`src/rtl/pwm_pkg.sv`:
```
// pwm_pkg: shared definitions for the PWM driver.
//   - pwm_state_e : output FSM state encoding (IDLE/HIGH/LOW/DEAD)
//   - CTRL_*      : bit positions inside cfg_ctrl
//   - STAT_*      : bit positions inside status
//   - gate_drive  : maps an FSM state plus invert to the {pwm_h, pwm_l} levels
package pwm_pkg;

    typedef enum logic [1:0] {
        ST_IDLE = 2'd0,
        ST_HIGH = 2'd1,
        ST_LOW  = 2'd2,
        ST_DEAD = 2'd3
    } pwm_state_e;

    localparam int CTRL_EN   = 0;
    localparam int CTRL_INV  = 1;
    localparam int CTRL_FOFF = 2;

    localparam int STAT_RUN  = 0;
    localparam int STAT_PEND = 1;
    localparam int STAT_CLIP = 2;
    localparam int STAT_PINV = 3;

    // A period shorter than this cannot produce a meaningful waveform.
    localparam int MIN_PERIOD = 2;

    // Each side is active only in its own state; invert flips the idle level
    // so that "inactive" stays consistent for both drives.
    function automatic logic [1:0] gate_drive(input pwm_state_e st, input logic inv);
        return {(st == ST_HIGH) ^ inv, (st == ST_LOW) ^ inv};
    endfunction

endpackage

```
`src/rtl/pwm_deadtime.sv`:
```
// pwm_deadtime: output FSM with dead-time insertion.
//   clk, rstb  : clock, synchronous active-high reset (outputs forced to 0)
//   i_run      : counter is running with a valid period; low forces IDLE
//   i_raw      : raw PWM level from the period counter
//   i_inv      : output polarity invert
//   i_deadtime : dead-time length in clk cycles (0 = direct switch-over)
//   o_pwm_h    : registered high-side drive
//   o_pwm_l    : registered low-side drive
//   o_running  : FSM is outside IDLE
module pwm_deadtime
    import pwm_pkg::*;
#(
    parameter int DT_WIDTH = 8
) (
    input  logic                clk,
    input  logic                rstb,
    input  logic                i_run,
    input  logic                i_raw,
    input  logic                i_inv,
    input  logic [DT_WIDTH-1:0] i_deadtime,
    output logic                o_pwm_h,
    output logic                o_pwm_l,
    output logic                o_running
);

    pwm_state_e          r_state;
    logic [DT_WIDTH-1:0] r_dt_cnt;
    logic                r_pwm_h;
    logic                r_pwm_l;
    pwm_state_e          w_side;

    assign w_side = i_raw ? ST_HIGH : ST_LOW;

    // Outputs are registered from the state being entered, so they line up
    // with r_state and trail the raw level by exactly one cycle.
    always_ff @(posedge clk) begin
        if (rstb) begin
            r_state  <= ST_IDLE;
            r_dt_cnt <= '0;
            r_pwm_h  <= 1'b0;
            r_pwm_l  <= 1'b0;
        end else if (!i_run) begin
            r_state            <= ST_IDLE;
            r_dt_cnt           <= '0;
            {r_pwm_h, r_pwm_l} <= gate_drive(ST_IDLE, i_inv);
        end else begin
            case (r_state)
                ST_IDLE: begin
                    r_state            <= w_side;
                    {r_pwm_h, r_pwm_l} <= gate_drive(w_side, i_inv);
                end
                ST_HIGH, ST_LOW: begin
                    if (w_side == r_state) begin
                        {r_pwm_h, r_pwm_l} <= gate_drive(r_state, i_inv);
                    end else if (i_deadtime == '0) begin
                        r_state            <= w_side;
                        {r_pwm_h, r_pwm_l} <= gate_drive(w_side, i_inv);
                    end else begin
                        // Count loads with deadtime-1 so DEAD lasts exactly deadtime cycles.
                        r_state            <= ST_DEAD;
                        r_dt_cnt           <= i_deadtime - DT_WIDTH'(1);
                        {r_pwm_h, r_pwm_l} <= gate_drive(ST_DEAD, i_inv);
                    end
                end
                ST_DEAD: begin
                    if (r_dt_cnt == '0) begin
                        r_state            <= w_side;
                        {r_pwm_h, r_pwm_l} <= gate_drive(w_side, i_inv);
                    end else begin
                        r_dt_cnt           <= r_dt_cnt - DT_WIDTH'(1);
                        {r_pwm_h, r_pwm_l} <= gate_drive(ST_DEAD, i_inv);
                    end
                end
                default: begin
                    r_state            <= ST_IDLE;
                    {r_pwm_h, r_pwm_l} <= gate_drive(ST_IDLE, i_inv);
                end
            endcase
        end
    end

    assign o_pwm_h   = r_pwm_h;
    assign o_pwm_l   = r_pwm_l;
    assign o_running = (r_state != ST_IDLE);

endmodule

```
`src/rtl/pwm_driver.sv`:
```
// pwm_driver: complementary PWM generator with shadowed configuration.
//   clk, rstb     : clock, synchronous active-high reset
//   cfg_ctrl      : bit0 enable, bit1 invert, bit2 force-off (others ignored)
//   cfg_period    : period in clk cycles (values < 2 are invalid)
//   cfg_duty      : high-side on-count in clk cycles
//   cfg_deadtime  : dead-time in clk cycles
//   cfg_update    : one-cycle strobe, shadow-loads period/duty/deadtime
//   pwm_h, pwm_l  : registered gate drives
//   period_pulse  : high in the last cycle of each period
//   status        : bit0 running, bit1 update pending, bit2 duty clipped,
//                   bit3 period invalid
module pwm_driver
    import pwm_pkg::*;
#(
    parameter int DATA_WIDTH = 16,
    parameter int DT_WIDTH   = 8
) (
    input  logic                  clk,
    input  logic                  rstb,
    input  logic [DATA_WIDTH-1:0] cfg_ctrl,
    input  logic [DATA_WIDTH-1:0] cfg_period,
    input  logic [DATA_WIDTH-1:0] cfg_duty,
    input  logic [DT_WIDTH-1:0]   cfg_deadtime,
    input  logic                  cfg_update,
    output logic                  pwm_h,
    output logic                  pwm_l,
    output logic                  period_pulse,
    output logic [DATA_WIDTH-1:0] status
);

    logic [DATA_WIDTH-1:0] r_cnt;
    logic [DATA_WIDTH-1:0] r_period;
    logic [DATA_WIDTH-1:0] r_duty;
    logic [DT_WIDTH-1:0]   r_dt;
    logic [DATA_WIDTH-1:0] r_period_sh;
    logic [DATA_WIDTH-1:0] r_duty_sh;
    logic [DT_WIDTH-1:0]   r_dt_sh;
    logic                  r_pending;
    logic                  r_run;
    logic                  r_en_q;

    logic w_en;
    logic w_inv;
    logic w_act;
    logic w_en_rise;
    logic w_pvalid;
    logic w_counting;
    logic w_wrap;
    logic w_clip;
    logic w_raw;
    logic w_load_slot;
    logic w_running;
    logic w_unused_ctrl;

    assign w_en          = cfg_ctrl[CTRL_EN];
    assign w_inv         = cfg_ctrl[CTRL_INV];
    assign w_act         = w_en & ~cfg_ctrl[CTRL_FOFF];
    assign w_en_rise     = w_en & ~r_en_q;
    assign w_unused_ctrl = ^cfg_ctrl[DATA_WIDTH-1:3];

    // r_run means "was active last cycle": the first active cycle only loads
    // and parks the counter at 0, counting starts the cycle after.
    assign w_pvalid    = (r_period >= DATA_WIDTH'(MIN_PERIOD));
    assign w_counting  = r_run & w_pvalid;
    assign w_wrap      = w_counting & (r_cnt == r_period - DATA_WIDTH'(1));
    assign w_clip      = (r_duty >= r_period);
    assign w_raw       = w_clip | (r_cnt < r_duty);
    // While stalled on an invalid period there is no wrap to wait for, so
    // every cycle acts as a load point; otherwise a bad period would stick.
    assign w_load_slot = w_wrap | (r_run & ~w_pvalid);

    always_ff @(posedge clk) begin
        if (rstb) begin
            r_cnt       <= '0;
            r_period    <= '0;
            r_duty      <= '0;
            r_dt        <= '0;
            r_period_sh <= '0;
            r_duty_sh   <= '0;
            r_dt_sh     <= '0;
            r_pending   <= 1'b0;
            r_run       <= 1'b0;
            r_en_q      <= 1'b0;
        end else begin
            r_en_q <= w_en;
            r_run  <= w_act;
            if (w_en_rise) begin
                r_period  <= cfg_period;
                r_duty    <= cfg_duty;
                r_dt      <= cfg_deadtime;
                r_pending <= 1'b0;
                r_cnt     <= '0;
            end else if (!w_act) begin
                r_pending <= 1'b0;
                r_cnt     <= '0;
            end else begin
                r_cnt <= (w_counting && !w_wrap) ? r_cnt + DATA_WIDTH'(1) : '0;
                if (w_load_slot) begin
                    // A strobe landing on the load point bypasses the shadow.
                    if (cfg_update) begin
                        r_period <= cfg_period;
                        r_duty   <= cfg_duty;
                        r_dt     <= cfg_deadtime;
                    end else if (r_pending) begin
                        r_period <= r_period_sh;
                        r_duty   <= r_duty_sh;
                        r_dt     <= r_dt_sh;
                    end
                    r_pending <= 1'b0;
                end else if (cfg_update) begin
                    r_period_sh <= cfg_period;
                    r_duty_sh   <= cfg_duty;
                    r_dt_sh     <= cfg_deadtime;
                    r_pending   <= 1'b1;
                end
            end
        end
    end

    pwm_deadtime #(
        .DT_WIDTH(DT_WIDTH)
    ) u_deadtime (
        .clk       (clk),
        .rstb      (rstb),
        .i_run     (w_act & w_counting),
        .i_raw     (w_raw),
        .i_inv     (w_inv),
        .i_deadtime(r_dt),
        .o_pwm_h   (pwm_h),
        .o_pwm_l   (pwm_l),
        .o_running (w_running)
    );

    assign period_pulse = w_wrap;

    always_comb begin
        status            = '0;
        status[STAT_RUN]  = w_running;
        status[STAT_PEND] = r_pending;
        status[STAT_CLIP] = r_run & w_clip;
        status[STAT_PINV] = r_run & ~w_pvalid;
    end

endmodule

```
`config.mk`:
```
export PLATFORM = sky130hd
export DESIGN_NAME = pwm_driver
export DESIGN_NICKNAME = d
export VERILOG_FILES = /design/src/rtl/pwm_pkg.sv /design/src/rtl/pwm_deadtime.sv /design/src/rtl/pwm_driver.sv
export SDC_FILE = /design/constraint.sdc
export NUM_CORES = 1
export LEC_CHECK = 0
export ABC_AREA = 1
export CORE_MARGIN = 8
export CORE_UTILIZATION = 35
export DETAILED_ROUTE_END_ITERATION = 8
export PLACE_DENSITY = 0.54
export SETUP_SLACK_MARGIN = 0.4
export SYNTH_ARGS = -nofsm -noshare
export SYNTH_HDL_FRONTEND = slang
export SYNTH_SLANG_ARGS = --single-unit
```
`constraint.sdc`:
```
create_clock -name clk -period 2.6 [get_ports clk]
set_clock_uncertainty 0.05 [all_clocks]
set_input_delay 0.52 -clock clk [delete_from_list [all_inputs] [get_ports clk]]
set_output_delay 0.52 -clock clk [all_outputs]
set_load 0.02 [all_outputs]
```
# Word level (Yosys, flattened, before mapping)
# Index checks and enable logic that the tools add are counted.
# classes
eq_ne,11
bitwise_logic,21
reduce_logical,18
mux,34
add_sub_neg,4
n_lt_le_gt_ge,3
# ops
operator,count
$mux 16,10
$mux 8,8
$add 16x1->16 const B,1
$eq 16x16->1,1
$ge 16x16->1,1
$ge 16x2->1 const B,1
$logic_not 8->1,2
$lt 16x16->1,1
$pmux 8 s2,1
$sub 16x1->16 const B,1
$sub 8x1->8 const B,2
$mux 1,8
$mux 2,4
$not 1->1,8
$reduce_and 4->1,2
$reduce_bool 2->1,4
$reduce_or 4->1,2
$and 1x1->1,7
$eq 2x2->1 const B,3
$ne 2x2->1 const B,3
$pmux 1 s3,2
$pmux 2 s3,1
$eq 2x1->1 const B,2
$reduce_or 2->1,2
10 further kinds,14
# totals
inputBits,59
reg_bits,111
output_inout_bits,19
elab_cells,105

# Longest topological paths before layout
# Gate-level depths: netlist of run 1.
# logic_depth
ltp_word,9
depth_mapped,21
depth_no_buf,21

# Modules after synthesis
# Synthesis of run 1 repeated with hierarchy kept, for this count alone.
# unflattened
cells_unflattened,1139
area_unflattened_um2,7148.1
# modules_own_cells
mod,cells_each,n_inst,area_per_inst_um2,seq_area_each_um2
pwm_driver,980,1,6037.0,1981.9
pwm_deadtime,159,1,1111.1,240.2

# Worst setup path after synthesis of run 1
# OpenSTA, ideal clock, no wires.
# synth_path
path_kind,reg2out
from,register r_period[0]
to,output port period_pulse
setup_slack_ns,0.337
stages_incl_launch_ff,13
path_buffers,0
arrival_time_ns,1.693
required_time_ns,2.030
cell_sequence,dfxtp_1 -> inv_2 -> ha_1 -> nand3_2 -> nor2_1 -> nand2_1 -> xor2_1 -> nand2_1 -> nor2_1 -> nand3_1 -> nor2_1 -> nand3_1 -> inv_1
# synth_between
elab_chain_len,3
elab_cells_between_ends,5
cone_classes,add/sub (1); order compare (1); eq/ne (1); bitwise (2)
# synth_lines
element,line,rtl
start: declaration,pwm_driver.sv:32,logic [DATA_WIDTH-1:0] r_period;
start signal: assignment,pwm_driver.sv:88,r_period <= cfg_period;
start signal: assignment,pwm_driver.sv:101,r_period <= cfg_period;
start signal: assignment,pwm_driver.sv:105,r_period <= r_period_sh;
$sub 16x1->16 or $ge 16x2->1 (tied branches),"pwm_driver.sv:65, pwm_driver.sv:63",
$eq 16x16->1 or $and 1x1->1 (tied branches),"pwm_driver.sv:65, pwm_driver.sv:64",
$and 1x1->1 (*),pwm_driver.sv:65,assign w_wrap = w_counting & (r_cnt == r_period - DATA_WIDTH'(1));
end: declaration,pwm_driver.sv:27,"output logic period_pulse,"
# Every way passes the cells marked *; elsewhere a longest branch is shown, timed or not.

# Worst setup path in the final report of run 1
# layout_path
from,register r_period[1]
to,output port period_pulse
# The elaborated chain is that of the path after synthesis.

==> results of run 1 <==
==> worst max-delay path: stages, from the launching register on <==
cell and delay, ns:
dfxtp_2 0.33, inv_2 0.08, ha_4 0.16, nand3_4 0.11, nor2_4 0.16, buf_4 0.14, xor2_2 0.15, nand2_1 0.06
nor2_1 0.10, nand3_1 0.09, nor2_2 0.14, nand3_2 0.09, inv_2 0.06, buf_6 0.10
==> cells in the mapped netlist <==
library cell | count | area, um2
a211oi_1 | 2 | 15.0
a21boi_0 | 1 | 7.51
a21oi_1 | 31 | 155
and2_1 | 1 | 6.26
and3_1 | 1 | 6.26
buf_1 | 4 | 15.0
buf_2 | 13 | 65.1
buf_4 | 14 | 105
buf_6 | 4 | 45.0
clkbuf_1 | 15 | 56.3
clkinv_1 | 1 | 3.75
conb_1 | 1 | 3.75
dfxtp_1 | 111 | 2220
ha_1 | 40 | 500
inv_1 | 135 | 507
inv_2 | 12 | 45.0
nand2_1 | 332 | 1250
nand2_2 | 1 | 6.26
nand2_4 | 1 | 11.3
nand3_1 | 44 | 220
nand3_2 | 2 | 20.0
nand4_1 | 7 | 43.8
nand4_2 | 1 | 12.5
nor2_1 | 219 | 822
nor2_2 | 2 | 12.5
nor2_4 | 1 | 11.3
nor3_1 | 12 | 60.1
nor3_2 | 1 | 10.0
nor3b_1 | 5 | 37.5
nor4_1 | 5 | 31.3
o21a_1 | 1 | 7.51
o21ai_0 | 63 | 315
o21ai_1 | 3 | 15.0
o21bai_1 | 1 | 7.51
or2_2 | 2 | 12.5
or3_1 | 1 | 6.26
xnor2_1 | 10 | 87.6
xor2_1 | 14 | 123
==> worst paths after layout <==
check                                end                    from  slack, ns  depth (start not counted)
hold reg to reg   u_deadtime.r_dt_cnt[6]  u_deadtime.r_dt_cnt[6]       0.44                          2
hold / removal    u_deadtime.r_dt_cnt[6]  u_deadtime.r_dt_cnt[6]       0.44                          2
setup reg to reg          r_period_sh[2]             r_period[1]      -0.03                         17
setup / recovery            period_pulse             r_period[1]      -0.08                         13
==> cell type report <==
type                       count  area (um2)  area share
clock buffer                  10         229      0.0232
clock inverter                 6        52.6     0.00534
inverter                     148         573      0.0582
multi-input combinational    817        4620       0.469
sequential                   111        2250       0.229
tap                          265         332      0.0337
timing repair buffer         171        1790       0.182
==> layer usage <==
layer / vias to the layer above / wire length, um / global-route usage
met5: - / 0 / 0
met4: 0 / 211 / 0.0398
met3: 14 / 682 / 0.0252
met2: 77 / 8650 / 0.246
met1: 3010 / 10200 / 0.231
li1: 3698 / - / -
==> what timing repair did <==
| item | in CTS | in global routing |
|---|---|---|
| resized for setup | 137 | 133 |
| setup endpoints to repair | 112 | 112 |
| pin swaps | 30 | 49 |
| cloned | 5 | 5 |
| buffers inserted | 12 | 19 |
==> registers in the layout (all words and copies together), names as in the netlist <==
name                 flops
r_cnt                   16
r_dt                     8
r_dt_sh                  8
r_duty                  16
r_duty_sh               16
r_en_q                   1
r_pending                1
r_period                16
r_period_sh             16
r_run                    1
u_deadtime.o_pwm_h       1
u_deadtime.o_pwm_l       1
u_deadtime.r_dt_cnt      8
u_deadtime.r_state       2
==> logic make-up (layout without fill, tap and decap cells) <==
kind of cell | after synthesis | count (layout) | synth area share
compound gates | 102 | 102 | 0.0760
xor+xnor | 24 | 24 | 0.0306
simple gates | 638 | 639 | 0.375
flops | 111 | 111 | 0.323
fa+ha+maj | 40 | 40 | 0.0728
buf+inv | 198 | 335 | 0.122
other cells | 1 | 12 | 0.000545
==> power groups by stage <==
stage	clock, mW	sequential [mW]	combinational (mW)
3_3_place_gp	0	1.86	1.11
2_1_floorplan	0	1.85	0.705
6_report	1.37	1.83	1.49
3_5_place_dp	0	1.86	1.11
4_1_cts	1.43	1.83	1.29
5_1_grt	1.48	1.84	1.67
==> impl_metrics.py, run 1 <==
metrics = {
    "route": {
        "drt.antenna.violating_nets": 0,
        "drc_errors": 0,
        "routed_wl_mm": 19.8,
        "dr_total_vias": 6799,
        "drt-vias-per-instance": 4.45,
        "drt-initial-drc-count": 442,
        "dr.pass1.iters": 4,
        "wl_per_cell_um": 12.9,
    },
    "layout": {
        "fin_cells": 1528,
        "finalInstanceArea_mm2": 0.00985,
        "drive_gt1_frac": 0.254,
        "fin_util": 0.508,
        "fillCellCount": 1957,
        "final_cell_mix": "nand2_1 (288), nor2_1 (173), inv_1 (123)",
        "syn2layout_area_growth_pct": 43.2,
        "final_common_cell": "nand2_1",
        "n_antenna_cell": 0,
        "nNetsFinal": 1357,
    },
    "cts": {
        "numCtsBuffers": 9,
        "root_buffer": "clkbuf_16",
        "clk_pin_slew_worst_paths_ns": 0.08,
        "cts.sinks": 111,
        "cts_tree": "yes",
        "ctsHoldBuffers": 0,
        "h-tree-depth": 3,
        "clock_path_buffers": 2,
        "clk_latency_ns": 0.36,
    },
    "setup_path": {
        "critPathLaunchType": "flip-flop",
        "required_ns": 2.03,
        "crit_arrival_ns": 2.11,
        "crit_type": "reg -> out",
        "path_max_fanout": 4,
        "crit_path_end_kind": "output pin",
    },
    "sta": {
        "slew_headroom": 0.412,
        "finalMaxSlewViolations": 0,
        "whs_ns": 0.436,
        "setup_viol": 8,
        "finalCriticalPeriod_ns": 2.68,
        "fin_ws_ns": -0.0846,
        "rsz0062_at_grt": "yes",
        "fmax_ghz": 0.372,
        "setup_tns_ns": -0.145,
        "hold_viol_final": 0,
        "worst_slew_pin_slew_ns": 0.874,
        "fin_crit_sh": 1.03,
    },
    "logic_synthesis": {
        "yosysUniqueCellTypes": 38,
        "ys_warn_count": 0,
        "synthCells": 1114,
        "seq_area_frac_synth": 0.323,
        "syn-cell-area_mm2": 0.00688,
        "ys_ff_latch": 111,
        "avgSynthCellArea_um2": 6.17,
    },
    "global_route": {
        "grt_pass1_wl_mm": 31.7,
        "antenna_found_initial": 0,
        "grt_max_degree": 82,
        "overflow": 0,
        "first_global_vias": 6443,
        "grtUsageTotal": 0.161,
    },
    "run_status": {
        "status": "finished with violations",
        "violations": "setup timing",
    },
    "power_and_ir_drop": {
        "switching_share": 0.333,
        "finalPower_mw": 4.70,
        "p_comb_frac": 0.317,
        "p_int_mw": 3.14,
        "clockPowerShare": 0.292,
        "ir_drop_v": 0.000350,
        "net-switching-power_mw": 1.57,
        "power_density_mw_per_mm2": 477,
        "p_leak_nw": 4.74,
        "seqPwrFrac": 0.390,
    },
    "floorplan": {
        "die_x_um": 156,
        "die_area_mm2": 0.0244,
        "fp.dieH_um": 156,
        "start_util": 0.355,
        "core_mm2": 0.0194,
        "boundaryPins": 78,
        "row_count": 51,
    },
    "flow_run": {
        "max_cap_viol_count": 0,
    },
    "min_path": {
        "hold_class": "reg -> reg",
    },
    "placement": {
        "dpl_cell_area_mm2": 0.00816,
        "dpl.cell_count": 1471,
        "pre_cts_slack_ns": -0.309,
        "gp_congestion": 0.828,
        "dpl.hpwl_mm": 13.2,
        "port_buffers": 52,
    },
}
No activity file was read; power rests on OpenSTA's default activity.
==> run 2, diff against run 1 <==
--- a/config.mk
+++ b/config.mk
@@ -9,6 +9,7 @@
 export CORE_MARGIN = 8
 export CORE_UTILIZATION = 35
 export DETAILED_ROUTE_END_ITERATION = 8
+export MAX_ROUTING_LAYER = met4
 export PLACE_DENSITY = 0.54
 export SETUP_SLACK_MARGIN = 0.4
 export SYNTH_ARGS = -nofsm -noshare
==> run 2 against run 1 <==
Compared with the run above: the flow still finishes with violations (setup timing); sequential cell count unchanged; non-clock buffer count down 2; clock power about the same; critical path type unchanged; largest power group unchanged.
==> impl_metrics.py, run 2 (synthesis results as in run 1) <==
metrics = {
    "placement": {
        "dpl.hpwl_mm": 13.2,
        "port_buffers": 52,
        "dpl.cell_count": 1471,
        "gp_congestion": 0.840,
    },
    "cts": {
        "cts_tree": "yes",
        "clock_path_buffers": 2,
        "numCtsBuffers": 9,
        "clk_latency_ns": 0.36,
        "root_buffer": "clkbuf_16",
        "ctsHoldBuffers": 0,
        "clk_pin_slew_worst_paths_ns": 0.08,
        "cts.sinks": 111,
        "h-tree-depth": 3,
    },
    "layout": {
        "nNetsFinal": 1355,
        "syn2layout_area_growth_pct": 42.4,
        "final_common_cell": "nand2_1",
        "fin_cells": 1526,
        "drive_gt1_frac": 0.248,
        "final_cell_mix": "nand2_1 (288), nor2_1 (176), inv_1 (123)",
        "n_antenna_cell": 0,
    },
    "route": {
        "routed_wl_mm": 19.6,
        "drt-vias-per-instance": 4.44,
        "drt.antenna.violating_nets": 0,
        "drt-initial-drc-count": 456,
        "dr.pass1.iters": 4,
        "wl_per_cell_um": 12.8,
        "dr_total_vias": 6770,
        "drc_errors": 0,
    },
    "sta": {
        "fin_crit_sh": 1.03,
        "finalMaxSlewViolations": 0,
        "setup_viol": 6,
        "slew_headroom": 0.411,
        "fin_ws_ns": -0.0819,
        "finalCriticalPeriod_ns": 2.68,
        "worst_slew_pin_slew_ns": 0.876,
        "rsz0062_at_grt": "yes",
        "fmax_ghz": 0.373,
        "hold_viol_final": 0,
    },
    "global_route": {
        "first_global_vias": 6446,
        "grtUsageTotal": 0.166,
        "antenna_found_initial": 0,
        "overflow": 0,
        "grt_pass1_wl_mm": 31.6,
        "grt_max_degree": 82,
    },
    "run_status": {
        "violations": "setup timing",
        "status": "finished with violations",
    },
    "power_and_ir_drop": {
        "p_leak_nw": 4.73,
        "ir_drop_v": 0.000341,
        "power_density_mw_per_mm2": 478,
        "finalPower_mw": 4.68,
    },
    "floorplan": {
        "row_count": 51,
        "die_x_um": 156,
        "die_area_mm2": 0.0244,
        "fp.dieH_um": 156,
        "core_mm2": 0.0194,
        "boundaryPins": 78,
        "start_util": 0.355,
    },
    "setup_path": {
        "critPathLaunchType": "flip-flop",
        "crit_path_end_kind": "output pin",
        "crit_type": "reg -> out",
        "crit_arrival_ns": 2.11,
        "path_max_fanout": 4,
        "required_ns": 2.03,
    },
    "flow_run": {
        "max_cap_viol_count": 0,
    },
    "min_path": {
        "hold_class": "reg -> reg",
    },
}
==> run 2: cell types whose count changed in the layout (fill, tap and decap cells not counted) <==
cell,delta
nor3b_1,+1
nor3_4,-1
nand2_4,-1
nand2_2,+1
buf_4,-1
nor3b_2,-1
nor2_1,+3
nor2_2,-3
nand3_2,-1
nor3_1,+1
buf_6,-1
nand3_1,+1
==> run 2: critical path: stages, from the launching register on <==
cell	delay, ns
dfxtp_2	0.33
inv_2	0.08
ha_4	0.15
nand3_4	0.10
nor2_4	0.16
buf_4	0.14
xor2_2	0.15
nand2_1	0.06
nor2_1	0.10
nand3_1	0.09
nor2_2	0.14
nand3_2	0.08
inv_2	0.06
buf_6	0.10
==> run 2: area by class of cell <==
class                      count  area [um2]
inverter                     148         573
sequential                   111        2250
timing repair buffer         169        1770
clock inverter                 6        52.6
fill                        1966        9600
tap                          265         332
multi-input combinational    817        4590
clock buffer                  10         229
==> run 2: what timing repair did <==
action                     CTS  global route
pin swaps                   30            48
resized for setup          137           124
setup endpoints to repair  112           112
gates cloned                 5             5
setup buffers               12            17
==> run 2: through the flow <==
| stage | util | setup TNS [ns] | setup WS (ns) | hold WS (ns) | cell area [um2] |
|---|---|---|---|---|---|
| after CTS | 0.468 | -0.682 | -0.0938 | 0.436 | 9090 |
| final | 0.505 | -0.123 | -0.0819 | 0.436 | 9800 |
| after floorplan | - | 0 | 0.378 | 0.391 | 6920 |
| after global placement | 0.420 | -0.423 | -0.285 | 0.413 | 8160 |
| after global routing | 0.505 | -11.95 | -0.235 | 0.480 | 9800 |
| after detailed placement | 0.420 | -0.457 | -0.309 | 0.424 | 8160 |
==> run 2: layer usage <==
layer	global-route usage	up-vias	share of wire
li1	-	3696	-
met1	0.231	2982	0.52
met2	0.247	83	0.43
met3	0.0244	9	0.039
met4	0.0398	0	0.0098
met5	-	-	0
==> run 2: path summary, 6_finish.rpt <==
kind | startpoint | to | slack [ns] | depth (start not counted)
setup / recovery | r_period[1] | period_pulse | -0.08 | 13
setup reg to reg | r_period[1] | r_period_sh[2] | -0.02 | 17
hold reg to reg | u_deadtime.r_dt_cnt[6] | u_deadtime.r_dt_cnt[6] | 0.44 | 2
hold / removal | u_deadtime.r_dt_cnt[6] | u_deadtime.r_dt_cnt[6] | 0.44 | 2
==> run 2: report_power, final <==
group	internal [mW]	total (mW)	switching [mW]
sequential	1.78	1.83	0.0540
clock	0.668	1.37	0.697
combinational	0.683	1.48	0.799
total	3.13	4.68	1.55
==> run 3, diff against run 2 <==
--- a/config.mk
+++ b/config.mk
@@ -8,9 +8,10 @@
 export ABC_AREA = 1
 export CORE_MARGIN = 8
 export CORE_UTILIZATION = 35
+export CTS_CLUSTER_SIZE = 30
 export DETAILED_ROUTE_END_ITERATION = 8
 export MAX_ROUTING_LAYER = met4
-export PLACE_DENSITY = 0.54
+export PLACE_DENSITY_LB_ADDON = 0.1
 export SETUP_SLACK_MARGIN = 0.4
 export SYNTH_ARGS = -nofsm -noshare
 export SYNTH_HDL_FRONTEND = slang
==> run 3 against run 2 <==
Compared with the run above: the run still ends with setup timing left; register-to-register slack worse by 0.04 ns; sequential power about the same; utilization up 4.5 points; critical endpoint unchanged; largest cell class unchanged; largest power group unchanged.
==> impl_metrics.py, run 3 (synthesis results as in run 1) <==
metrics = {
    "floorplan": {
        "die_x_um": 156,
        "boundaryPins": 78,
        "die_area_mm2": 0.0244,
        "start_util": 0.355,
        "fp.dieH_um": 156,
        "core_mm2": 0.0194,
        "row_count": 51,
    },
    "route": {
        "drt.antenna.violating_nets": 0,
        "drt-initial-drc-count": 291,
        "wl_met3_um": 763,
        "drt-vias-per-instance": 4.46,
        "dr_total_vias": 6939,
        "drc_errors": 0,
        "dr.pass1.iters": 5,
        "wl_per_cell_um": 13.6,
        "routed.top_layer": "met4",
        "routed_wl_mm": 21.2,
        "route.met2.wl_mm": 9.27,
        "met1Wirelength_mm": 10.9,
    },
    "setup_path": {
        "crit_type": "reg -> out",
        "r2r_start": "r_period[1]",
        "reg2reg_depth": 19,
        "rrSetupSlack_ns": -0.06,
        "required_ns": 2.03,
        "crit_path_end_kind": "output pin",
        "path_max_fanout": 2,
        "crit-reg2reg-capture": "r_duty[3]",
        "critPathLaunchType": "flip-flop",
        "crit_arrival_ns": 2.10,
    },
    "layout": {
        "final_cell_mix": "nand2_1 (233), nor2_1 (165), inv_1 (124)",
        "n_antenna_cell": 0,
        "drive_gt1_frac": 0.331,
        "syn2layout_area_growth_pct": 55.0,
        "nNetsFinal": 1384,
        "finalInstanceArea_mm2": 0.0107,
        "fin_util": 0.550,
        "final_common_cell": "nand2_1",
        "fin_cells": 1555,
    },
    "global_route": {
        "overflow": 0,
        "grt_max_degree": 81,
        "first_global_vias": 6457,
        "grt_pass1_wl_mm": 32.2,
        "antenna_found_initial": 0,
        "grtUsageTotal": 0.168,
    },
    "sta": {
        "fin_ws_ns": -0.0685,
        "whs_ns": 0.436,
        "fin_crit_sh": 1.03,
        "fmax_ghz": 0.375,
        "finalCriticalPeriod_ns": 2.67,
        "finalMaxSlewViolations": 0,
        "setup_viol": 26,
        "hold_viol_final": 0,
        "rsz0062_at_grt": "yes",
    },
    "cts": {
        "clk_latency_ns": 0.37,
        "clk_pin_slew_worst_paths_ns": 0.08,
        "numCtsBuffers": 9,
        "h-tree-depth": 3,
        "cts_tree": "yes",
        "root_buffer": "clkbuf_16",
        "cts.sinks": 111,
        "clock_path_buffers": 2,
    },
    "placement": {
        "port_buffers": 52,
        "dpl.hpwl_mm": 13.8,
        "dpl.cell_count": 1477,
        "gp_congestion": 0.826,
        "dpl_cell_area_mm2": 0.00824,
    },
    "min_path": {
        "worstHoldEndpoint": "u_deadtime.r_dt_cnt[7]",
        "hold_class": "reg -> reg",
        "hold_depth": 2,
        "hold_start": "u_deadtime.r_dt_cnt[7]",
    },
    "run_status": {
        "violations": "setup timing",
        "status": "finished with violations",
    },
    "power_and_ir_drop": {
        "ir_drop_v": 0.000359,
        "p_leak_nw": 5.02,
        "power_density_mw_per_mm2": 455,
        "finalPower_mw": 4.85,
    },
    "flow_run": {
        "max_cap_viol_count": 0,
    },
}
run 3: cell count changes in the layout (fill, tap and decap cells not counted), sizes merged:
cell and delta:
buf +22, bufbuf +1, clkbuf +6, clkinv +2
inv -2, nand2 +1, nand4 -1
run 3: worst max-delay path by stage:
| stage | from | endpoint | slack (ns) | cells past startpoint |
|---|---|---|---|---|
| after global placement | r_period[0] | period_pulse | -0.28 | 13 |
| after floorplan | r_period[0] | period_pulse | 0.38 | 12 |
| after global routing | r_period[4] | period_pulse | -0.23 | 12 |
| final | r_period[1] | period_pulse | -0.07 | 13 |
| after CTS | r_period[0] | period_pulse | -0.05 | 13 |
| after detailed placement | r_period[1] | period_pulse | -0.32 | 13 |
run 3: repair_timing:
item	in CTS	in global routing
setup endpoints to repair	112	112
gates resized for setup	185	207
gates cloned	3	15
setup buffers	24	20
pin swaps	62	58
hold buffers	0	0
run 3: routing by layer:
metal,vias to the layer above,track usage
met3,19,0.0230
met5,-,-
li1,3740,-
met1,3078,0.241
met4,0,0.0476
met2,102,0.241
run 3: critical path: stages (launching register included):
cell and delay, ns:
dfxtp_2 0.34, inv_2 0.05, ha_4 0.24, xnor2_2 0.13, a21oi_2 0.14, nand2_1 0.07
nor2_1 0.10, nand3_1 0.08, nor2_1 0.11, nand3_1 0.09, nor2_2 0.14, nand3_2 0.09
inv_2 0.06, buf_6 0.10
run 3: layout make-up:
cell class	instances	area (um2)
Inverter	148	568
Sequential cell	111	2240
Fill cell	1910	8740
Clock inverter	6	52.6
Multi-Input combinational cell	817	4950
Clock buffer	10	229
Tap cell	265	332
Timing Repair Buffer	198	2280
run 3: where the power goes:
| part | switching [mW] | leakage [nW] | internal (mW) |
|---|---|---|---|
| clock | 0.727 | 0.131 | 0.667 |
| combinational | 0.858 | 3.98 | 0.770 |
| sequential | 0.0504 | 0.912 | 1.78 |
run 3: stage by stage:
step / TNS (ns) / setup WS, ns
floorplan: 0 / 0.378
global placement: -0.439 / -0.283
detailed placement: -0.513 / -0.316
CTS: -0.0547 / -0.0547
global route: -9.73 / -0.227
finish: -0.840 / -0.0685
